$ cat src/rtl/alu_seq_pkg.sv
`default_nettype none
// ============================================================================
// Module      : alu_seq_pkg
// Description : Shared state encoding and default widths for the ALU command
//               sequencer.
// Revision    : 1.0 - initial release
// ============================================================================
package alu_seq_pkg;

    localparam int c_DEF_OPCODE_SIZE = 3;
    localparam int c_DEF_DATA_SIZE   = 8;

    typedef enum logic [1:0] {
        ST_IDLE  = 2'd0,
        ST_ISSUE = 2'd1,
        ST_WAIT  = 2'd2,
        ST_WB    = 2'd3
    } seq_state_t;

endpackage
`default_nettype wire

$ cat src/rtl/alu_seq_regfile.sv
`default_nettype none
// ============================================================================
// Module      : alu_seq_regfile
// Description : REG_COUNT x DATA_SIZE register file, one synchronous write
//               port, two combinational read ports, cleared on reset.
// Revision    : 1.0 - initial release
// ============================================================================
module alu_seq_regfile #(
    parameter int DATA_SIZE = 8,
    parameter int REG_COUNT = 4,
    parameter int ADDR_W    = 2
) (
    input  logic                 clk,
    input  logic                 rst,
    input  logic                 i_we,
    input  logic [ADDR_W-1:0]    i_waddr,
    input  logic [DATA_SIZE-1:0] i_wdata,
    input  logic [ADDR_W-1:0]    i_raddr1,
    input  logic [ADDR_W-1:0]    i_raddr2,
    output logic [DATA_SIZE-1:0] o_rdata1,
    output logic [DATA_SIZE-1:0] o_rdata2
);

    logic [DATA_SIZE-1:0] r_mem [REG_COUNT];

    // Storage: clear every entry on reset, otherwise single write port.
    always_ff @(posedge clk) begin
        if (rst) begin
            for (int i = 0; i < REG_COUNT; i++) begin
                r_mem[i] <= '0;
            end
        end else if (i_we) begin
            r_mem[i_waddr] <= i_wdata;
        end
    end

    assign o_rdata1 = r_mem[i_raddr1];
    assign o_rdata2 = r_mem[i_raddr2];

endmodule
`default_nettype wire

$ cat src/rtl/alu_cmd_sequencer.sv
`default_nettype none
// ============================================================================
// Module      : alu_cmd_sequencer
// Description : Accepts operate commands, fetches operands from a local
//               register file, drives a registered ALU, waits out its latency
//               and writes the result back. Host load port fills registers
//               while idle.
//               Optional macro ALU_SEQ_ZERO_FLAG_EN adds the res_zero output.
// Revision    : 1.0 - initial release
// ============================================================================
module alu_cmd_sequencer
    import alu_seq_pkg::*;
#(
    parameter int OPCODE_SIZE = c_DEF_OPCODE_SIZE,
    parameter int DATA_SIZE   = c_DEF_DATA_SIZE,
    parameter int REG_COUNT   = 4,
    parameter int ALU_LATENCY = 1
) (
    input  logic                          clk,
    input  logic                          rst,
    input  logic                          cmd_valid,
    output logic                          cmd_ready,
    input  logic [OPCODE_SIZE-1:0]        cmd_func,
    input  logic [$clog2(REG_COUNT)-1:0]  cmd_src1,
    input  logic [$clog2(REG_COUNT)-1:0]  cmd_src2,
    input  logic [$clog2(REG_COUNT)-1:0]  cmd_dst,
    input  logic                          load_en,
    input  logic [$clog2(REG_COUNT)-1:0]  load_addr,
    input  logic [DATA_SIZE-1:0]          load_data,
    output logic                          load_drop,
    output logic [OPCODE_SIZE-1:0]        alu_func,
    output logic [DATA_SIZE-1:0]          alu_data1,
    output logic [DATA_SIZE-1:0]          alu_data2,
    input  logic [DATA_SIZE-1:0]          alu_result,
    output logic                          res_valid,
    output logic [DATA_SIZE-1:0]          res_data,
    output logic                          busy
`ifdef ALU_SEQ_ZERO_FLAG_EN
    ,
    output logic                          res_zero
`endif
);

    localparam int c_RA        = $clog2(REG_COUNT);
    localparam int c_CW        = (ALU_LATENCY > 1) ? $clog2(ALU_LATENCY) : 1;
    localparam int c_WAIT_LAST = (ALU_LATENCY > 1) ? (ALU_LATENCY - 2) : 0;

    seq_state_t r_state;
    seq_state_t w_next;

    logic [c_CW-1:0]        r_wait_cnt;
    logic [c_RA-1:0]        r_dst;
    logic [OPCODE_SIZE-1:0] r_alu_func;
    logic [DATA_SIZE-1:0]   r_alu_d1;
    logic [DATA_SIZE-1:0]   r_alu_d2;

    logic                   w_idle;
    logic                   w_wb;
    logic                   w_accept;
    logic                   w_we;
    logic [c_RA-1:0]        w_waddr;
    logic [DATA_SIZE-1:0]   w_wdata;
    logic [DATA_SIZE-1:0]   w_rd1;
    logic [DATA_SIZE-1:0]   w_rd2;
    logic [DATA_SIZE-1:0]   w_op1;
    logic [DATA_SIZE-1:0]   w_op2;

    assign w_idle   = (r_state == ST_IDLE);
    assign w_wb     = (r_state == ST_WB);
    assign w_accept = w_idle & cmd_valid;

    // Single RF write port: host loads only in IDLE, writeback only in WB,
    // so the two sources never collide.
    assign w_we    = (w_idle & load_en) | w_wb;
    assign w_waddr = w_wb ? r_dst : load_addr;
    assign w_wdata = w_wb ? alu_result : load_data;

    alu_seq_regfile #(
        .DATA_SIZE (DATA_SIZE),
        .REG_COUNT (REG_COUNT),
        .ADDR_W    (c_RA)
    ) u_regfile (
        .clk      (clk),
        .rst      (rst),
        .i_we     (w_we),
        .i_waddr  (w_waddr),
        .i_wdata  (w_wdata),
        .i_raddr1 (cmd_src1),
        .i_raddr2 (cmd_src2),
        .o_rdata1 (w_rd1),
        .o_rdata2 (w_rd2)
    );

    // Operands are captured on the accept edge so the ALU sees them during
    // ISSUE; a load landing in the same cycle is forwarded so the command
    // observes the freshly loaded value.
    assign w_op1 = (load_en && (load_addr == cmd_src1)) ? load_data : w_rd1;
    assign w_op2 = (load_en && (load_addr == cmd_src2)) ? load_data : w_rd2;

    // State register.
    always_ff @(posedge clk) begin
        if (rst) begin
            r_state <= ST_IDLE;
        end else begin
            r_state <= w_next;
        end
    end

    // Next-state logic.
    always_comb begin
        w_next = r_state;
        case (r_state)
            ST_IDLE:  if (cmd_valid) w_next = ST_ISSUE;
            ST_ISSUE: w_next = (ALU_LATENCY > 1) ? ST_WAIT : ST_WB;
            ST_WAIT:  if (r_wait_cnt == c_CW'(c_WAIT_LAST)) w_next = ST_WB;
            ST_WB:    w_next = ST_IDLE;
            default:  w_next = ST_IDLE;
        endcase
    end

    // WAIT-state cycle counter, cleared while in ISSUE.
    always_ff @(posedge clk) begin
        if (rst) begin
            r_wait_cnt <= '0;
        end else if (r_state == ST_ISSUE) begin
            r_wait_cnt <= '0;
        end else if (r_state == ST_WAIT) begin
            r_wait_cnt <= r_wait_cnt + c_CW'(1);
        end
    end

    // ALU drive registers and destination latch; held until the next accept.
    always_ff @(posedge clk) begin
        if (rst) begin
            r_alu_func <= '0;
            r_alu_d1   <= '0;
            r_alu_d2   <= '0;
            r_dst      <= '0;
        end else if (w_accept) begin
            r_alu_func <= cmd_func;
            r_alu_d1   <= w_op1;
            r_alu_d2   <= w_op2;
            r_dst      <= cmd_dst;
        end
    end

    assign alu_func  = r_alu_func;
    assign alu_data1 = r_alu_d1;
    assign alu_data2 = r_alu_d2;

    assign cmd_ready = w_idle;
    assign busy      = ~w_idle;
    assign load_drop = load_en & ~w_idle;
    assign res_valid = w_wb;
    assign res_data  = w_wb ? alu_result : '0;

`ifdef ALU_SEQ_ZERO_FLAG_EN
    assign res_zero = w_wb & (alu_result == '0);
`endif

endmodule
`default_nettype wire
$ cat config.mk
export PLATFORM = sky130hd
export DESIGN_NAME = alu_cmd_sequencer
export DESIGN_NICKNAME = d
export VERILOG_FILES = /design/src/rtl/alu_seq_pkg.sv /design/src/rtl/alu_seq_regfile.sv /design/src/rtl/alu_cmd_sequencer.sv
export SDC_FILE = /design/constraint.sdc
export NUM_CORES = 1
export LEC_CHECK = 0
export CORE_AREA = 2 2 96 98
export DETAILED_ROUTE_END_ITERATION = 12
export DIE_AREA = 0 0 98 100
export SETUP_SLACK_MARGIN = 0.1
export SLEW_MARGIN = 0
export SYNTH_ARGS = -nofsm -noshare
export SYNTH_HDL_FRONTEND = slang
export SYNTH_SLANG_ARGS = --single-unit
$ cat constraint.sdc
create_clock -name clk -period 5.6 [get_ports clk]
set_input_delay 1.12 -clock clk [delete_from_list [all_inputs] [get_ports clk]]
set_output_delay 1.12 -clock clk [all_outputs]
set_load 0.01 [all_outputs]
==> flow_metrics.py <==
metrics = {
    "outcome": {
        "status": "complete, no violations",
    },
    "drt": {
        "drt_iter0_markers": 105,
        "num_vias": 2263,
        "dr_wl_met3_um": 392,
        "drt_pass1_iterations": 4,
        "wirelength_mm": 6.62,
        "route.met2.wl_mm": 3.18,
        "ant_nets": 0,
        "route.detailed.drc": 0,
        "met1_length_mm": 2.97,
        "viasPerCell": 5.21,
        "avgRoutedWirePerCell_um": 15.3,
        "highest_layer": "met4",
    },
    "logic_synthesis": {
        "yosysSeqAreaShare_pct": 48.4,
        "synthesis.area_sq_mm": 0.00298,
        "synth.distinct_cells": 40,
        "netlist_top_cells_area": "edfxtp_1 32%, dfxtp_1 16%, mux4_2 12%, nor2_1 6.6%, a221oi_1 4.1%",
        "synth-main-ff-cell": "edfxtp_1",
        "yosys_warnings": 0,
        "synth_edf_count": 32,
        "syn_area_per_cell_sq_um": 11.0,
        "synth_fp_nets": 307,
        "synthTopCellsByCount": "52 x nor2_1, 32 x edfxtp_1, 24 x dfxtp_1",
        "ys_ff_latch": 56,
        "synthMostInstantiatedCell": "nor2_1",
        "synth_top_cell_area_share_pct": 32.3,
        "netlist_instances": 271,
        "yosys.area.top_type": "edfxtp_1",
        "synth-async-reset-ratio_pct": 0,
    },
    "cells_and_area": {
        "drive_gt1_share_pct": 13.3,
        "diodes": 0,
        "nNetsFinal": 358,
        "syn_to_final_growth_pct": 26.0,
    },
    "pwr": {
        "p_int_uw": 720,
        "ir_drop_uv": 107,
        "power_uw": 1040,
        "p_seq_share_pct": 49.0,
        "pwr-share-clk_pct": 22.7,
        "switching_share_pct": 30.6,
        "p_sw_uw": 318,
        "powerDensity_mw_per_mm2": 277,
        "leakagePower_uw": 0.00131,
        "p_comb_share_pct": 28.3,
    },
    "placed_design": {
        "hpwl_mm": 5.27,
        "io_buffer_count": 61,
        "gp_congestion": 0.793,
    },
    "job": {
        "drv_cap": 0,
    },
    "global_route": {
        "track_usage_pct": 14.6,
        "grt_max_degree": 24,
        "antenna_found_initial": 0,
        "grt-ovfl-total": 0,
        "grt_pass1_vias": 2331,
        "grt_pass1_wl_mm": 11.6,
    },
    "cts": {
        "clockRootBuffer": "clkbuf_8",
        "cts_tree": "done",
        "postCtsSetupBuffers": 0,
        "clkTransAtPathRegs_ns": 0.10,
        "postCtsResizedCells": 0,
        "htree_num_levels": 2,
        "ctsHoldBuffers": 0,
        "numCtsBuffers": 5,
        "clock_sinks": 56,
        "worstSkewPairLatency_ns": 0.31,
        "cts_buffer_depth": 2,
    },
    "min_path": {
        "hold_class": "reg -> reg",
    },
    "sta": {
        "finalMaxSlewViolations": 0,
        "tightest_slew_ns": 0.827,
        "rsz0062_at_grt": "no",
        "fmax_mhz": 279,
        "finalCriticalPeriod_ns": 3.58,
        "hold_viol_final": 0,
        "slew_headroom_pct": 44.8,
        "finalSetupViolations": 0,
        "min_period_over_period_pct": 64.0,
        "fin_worst_skew_ns": 0.00889,
        "tns_ns": 0,
    },
    "floorplan": {
        "core_sq_mm": 0.00889,
        "start_util_pct": 33.5,
        "ioPinCount": 62,
        "die_h_um": 100,
        "dieArea_sq_mm": 0.00980,
        "placementRows": 35,
        "die_x_um": 98,
    },
    "setup_path": {
        "crit_fanout": 6,
        "reg2reg_from": "r_state[0]",
        "endpoint": "load_drop",
        "crit_path_end_kind": "output port",
        "crit_arrival_ns": 2.46,
        "start_kind": "input pin",
        "crit_start": "load_en",
        "required_ns": 4.48,
        "reg2reg_depth": 5,
        "r2r_end": "u_regfile.r_mem[3][6]",
        "timing.reg2reg.setup_slack_ns": 2.67,
        "worstSetupPathType": "in -> out",
    },
}
flip-flops by register name, indices dropped and copies added (netlist names):
signal,count
r_state,2
r_dst,2
r_wait_cnt,1
alu_data2,8
alu_data1,8
alu_func,3
u_regfile.r_mem,32
critical path, cell delays in order:
cell	delay, ns
clkdlybuf4s50_1	0.63
nor2b_1	0.17
clkdlybuf4s50_1	0.54
worst min-delay path by stage:
| stage | from | to | slack, ns | depth (start not counted) |
|---|---|---|---|---|
| detailed placement | alu_func[1] | alu_func[1] | 0.45 | 2 |
| CTS | alu_func[0] | alu_func[0] | 0.47 | 2 |
| global route | alu_func[0] | alu_func[0] | 0.49 | 2 |
| floorplan | r_dst[0] | r_dst[0] | 0.45 | 2 |
| global placement | alu_func[0] | alu_func[0] | 0.45 | 2 |
| finish | alu_func[0] | alu_func[0] | 0.46 | 2 |
kinds of logic after synthesis:
| family | share of synthesized area [%] |
|---|---|
| xor gates and xnor gates | 0.294 |
| adders and majority gates | 2.10 |
| buffers and inverters | 3.45 |
| AOI/OAI and AO/OA | 13.4 |
| and+or+nand+nor | 19.6 |
| muxes | 12.8 |
| DFF | 48.4 |
layout by cell type, fill, tap and decap left out, types with 2 or more instances in the layout:
master,instances
a21oi_1,21
and3_4,2
nand2b_1,4
and2_1,9
nor3_1,15
nor2_1,52
o32ai_4,2
a221oi_2,2
clkdlybuf4s50_1,61
o21ai_0,2
nand3_1,2
nand4_1,2
mux4_2,16
nand2_1,18
inv_6,2
o211ai_2,2
edfxtp_1,32
or2_2,5
dfxtp_1,24
clkbuf_8,5
ha_1,5
a221oi_1,14
nor3_2,2
inv_1,5
or3_1,2
power groups by stage:
stage                     registers, uW  logic (uW)  clock network, uW
after detailed placement            519         295                  0
after global placement              516         293                  0
after floorplan                     518         178                  0
final                               509         294                236
after CTS                           509         296                243
after global routing                516         325                261
through the flow:
step | hold slack [ns] | worst slack, ns | utilization (%) | std cells | cell area, sq um
finish | 0.464 | 2.02 | 42.2 | 434 | 3750
global route | 0.491 | 1.96 | 42.2 | 434 | 3750
CTS | 0.468 | 2.00 | 42.2 | 434 | 3750
detailed placement | 0.451 | 1.81 | 41.1 | 426 | 3650
global placement | 0.447 | 1.95 | 41.1 | 426 | 3650
floorplan | 0.454 | 3.15 | - | 271 | 2980
final cells by class:
cell class,count,area (sq um)
timing repair buffer,62,618
tap,111,139
fill,842,5140
inverter,6,22.5
clock buffer,5,68.8
clock inverter,3,28.8
multi-input combinational,191,1430
sequential,56,1440
metal layers:
metal,up-vias,global-route usage (%)
li1,1107,-
met4,0,3.63
met1,1073,19.2
met2,76,24.8
met3,7,2.92
met5,-,0
Note: power is estimated with default switching activity, not from simulation.
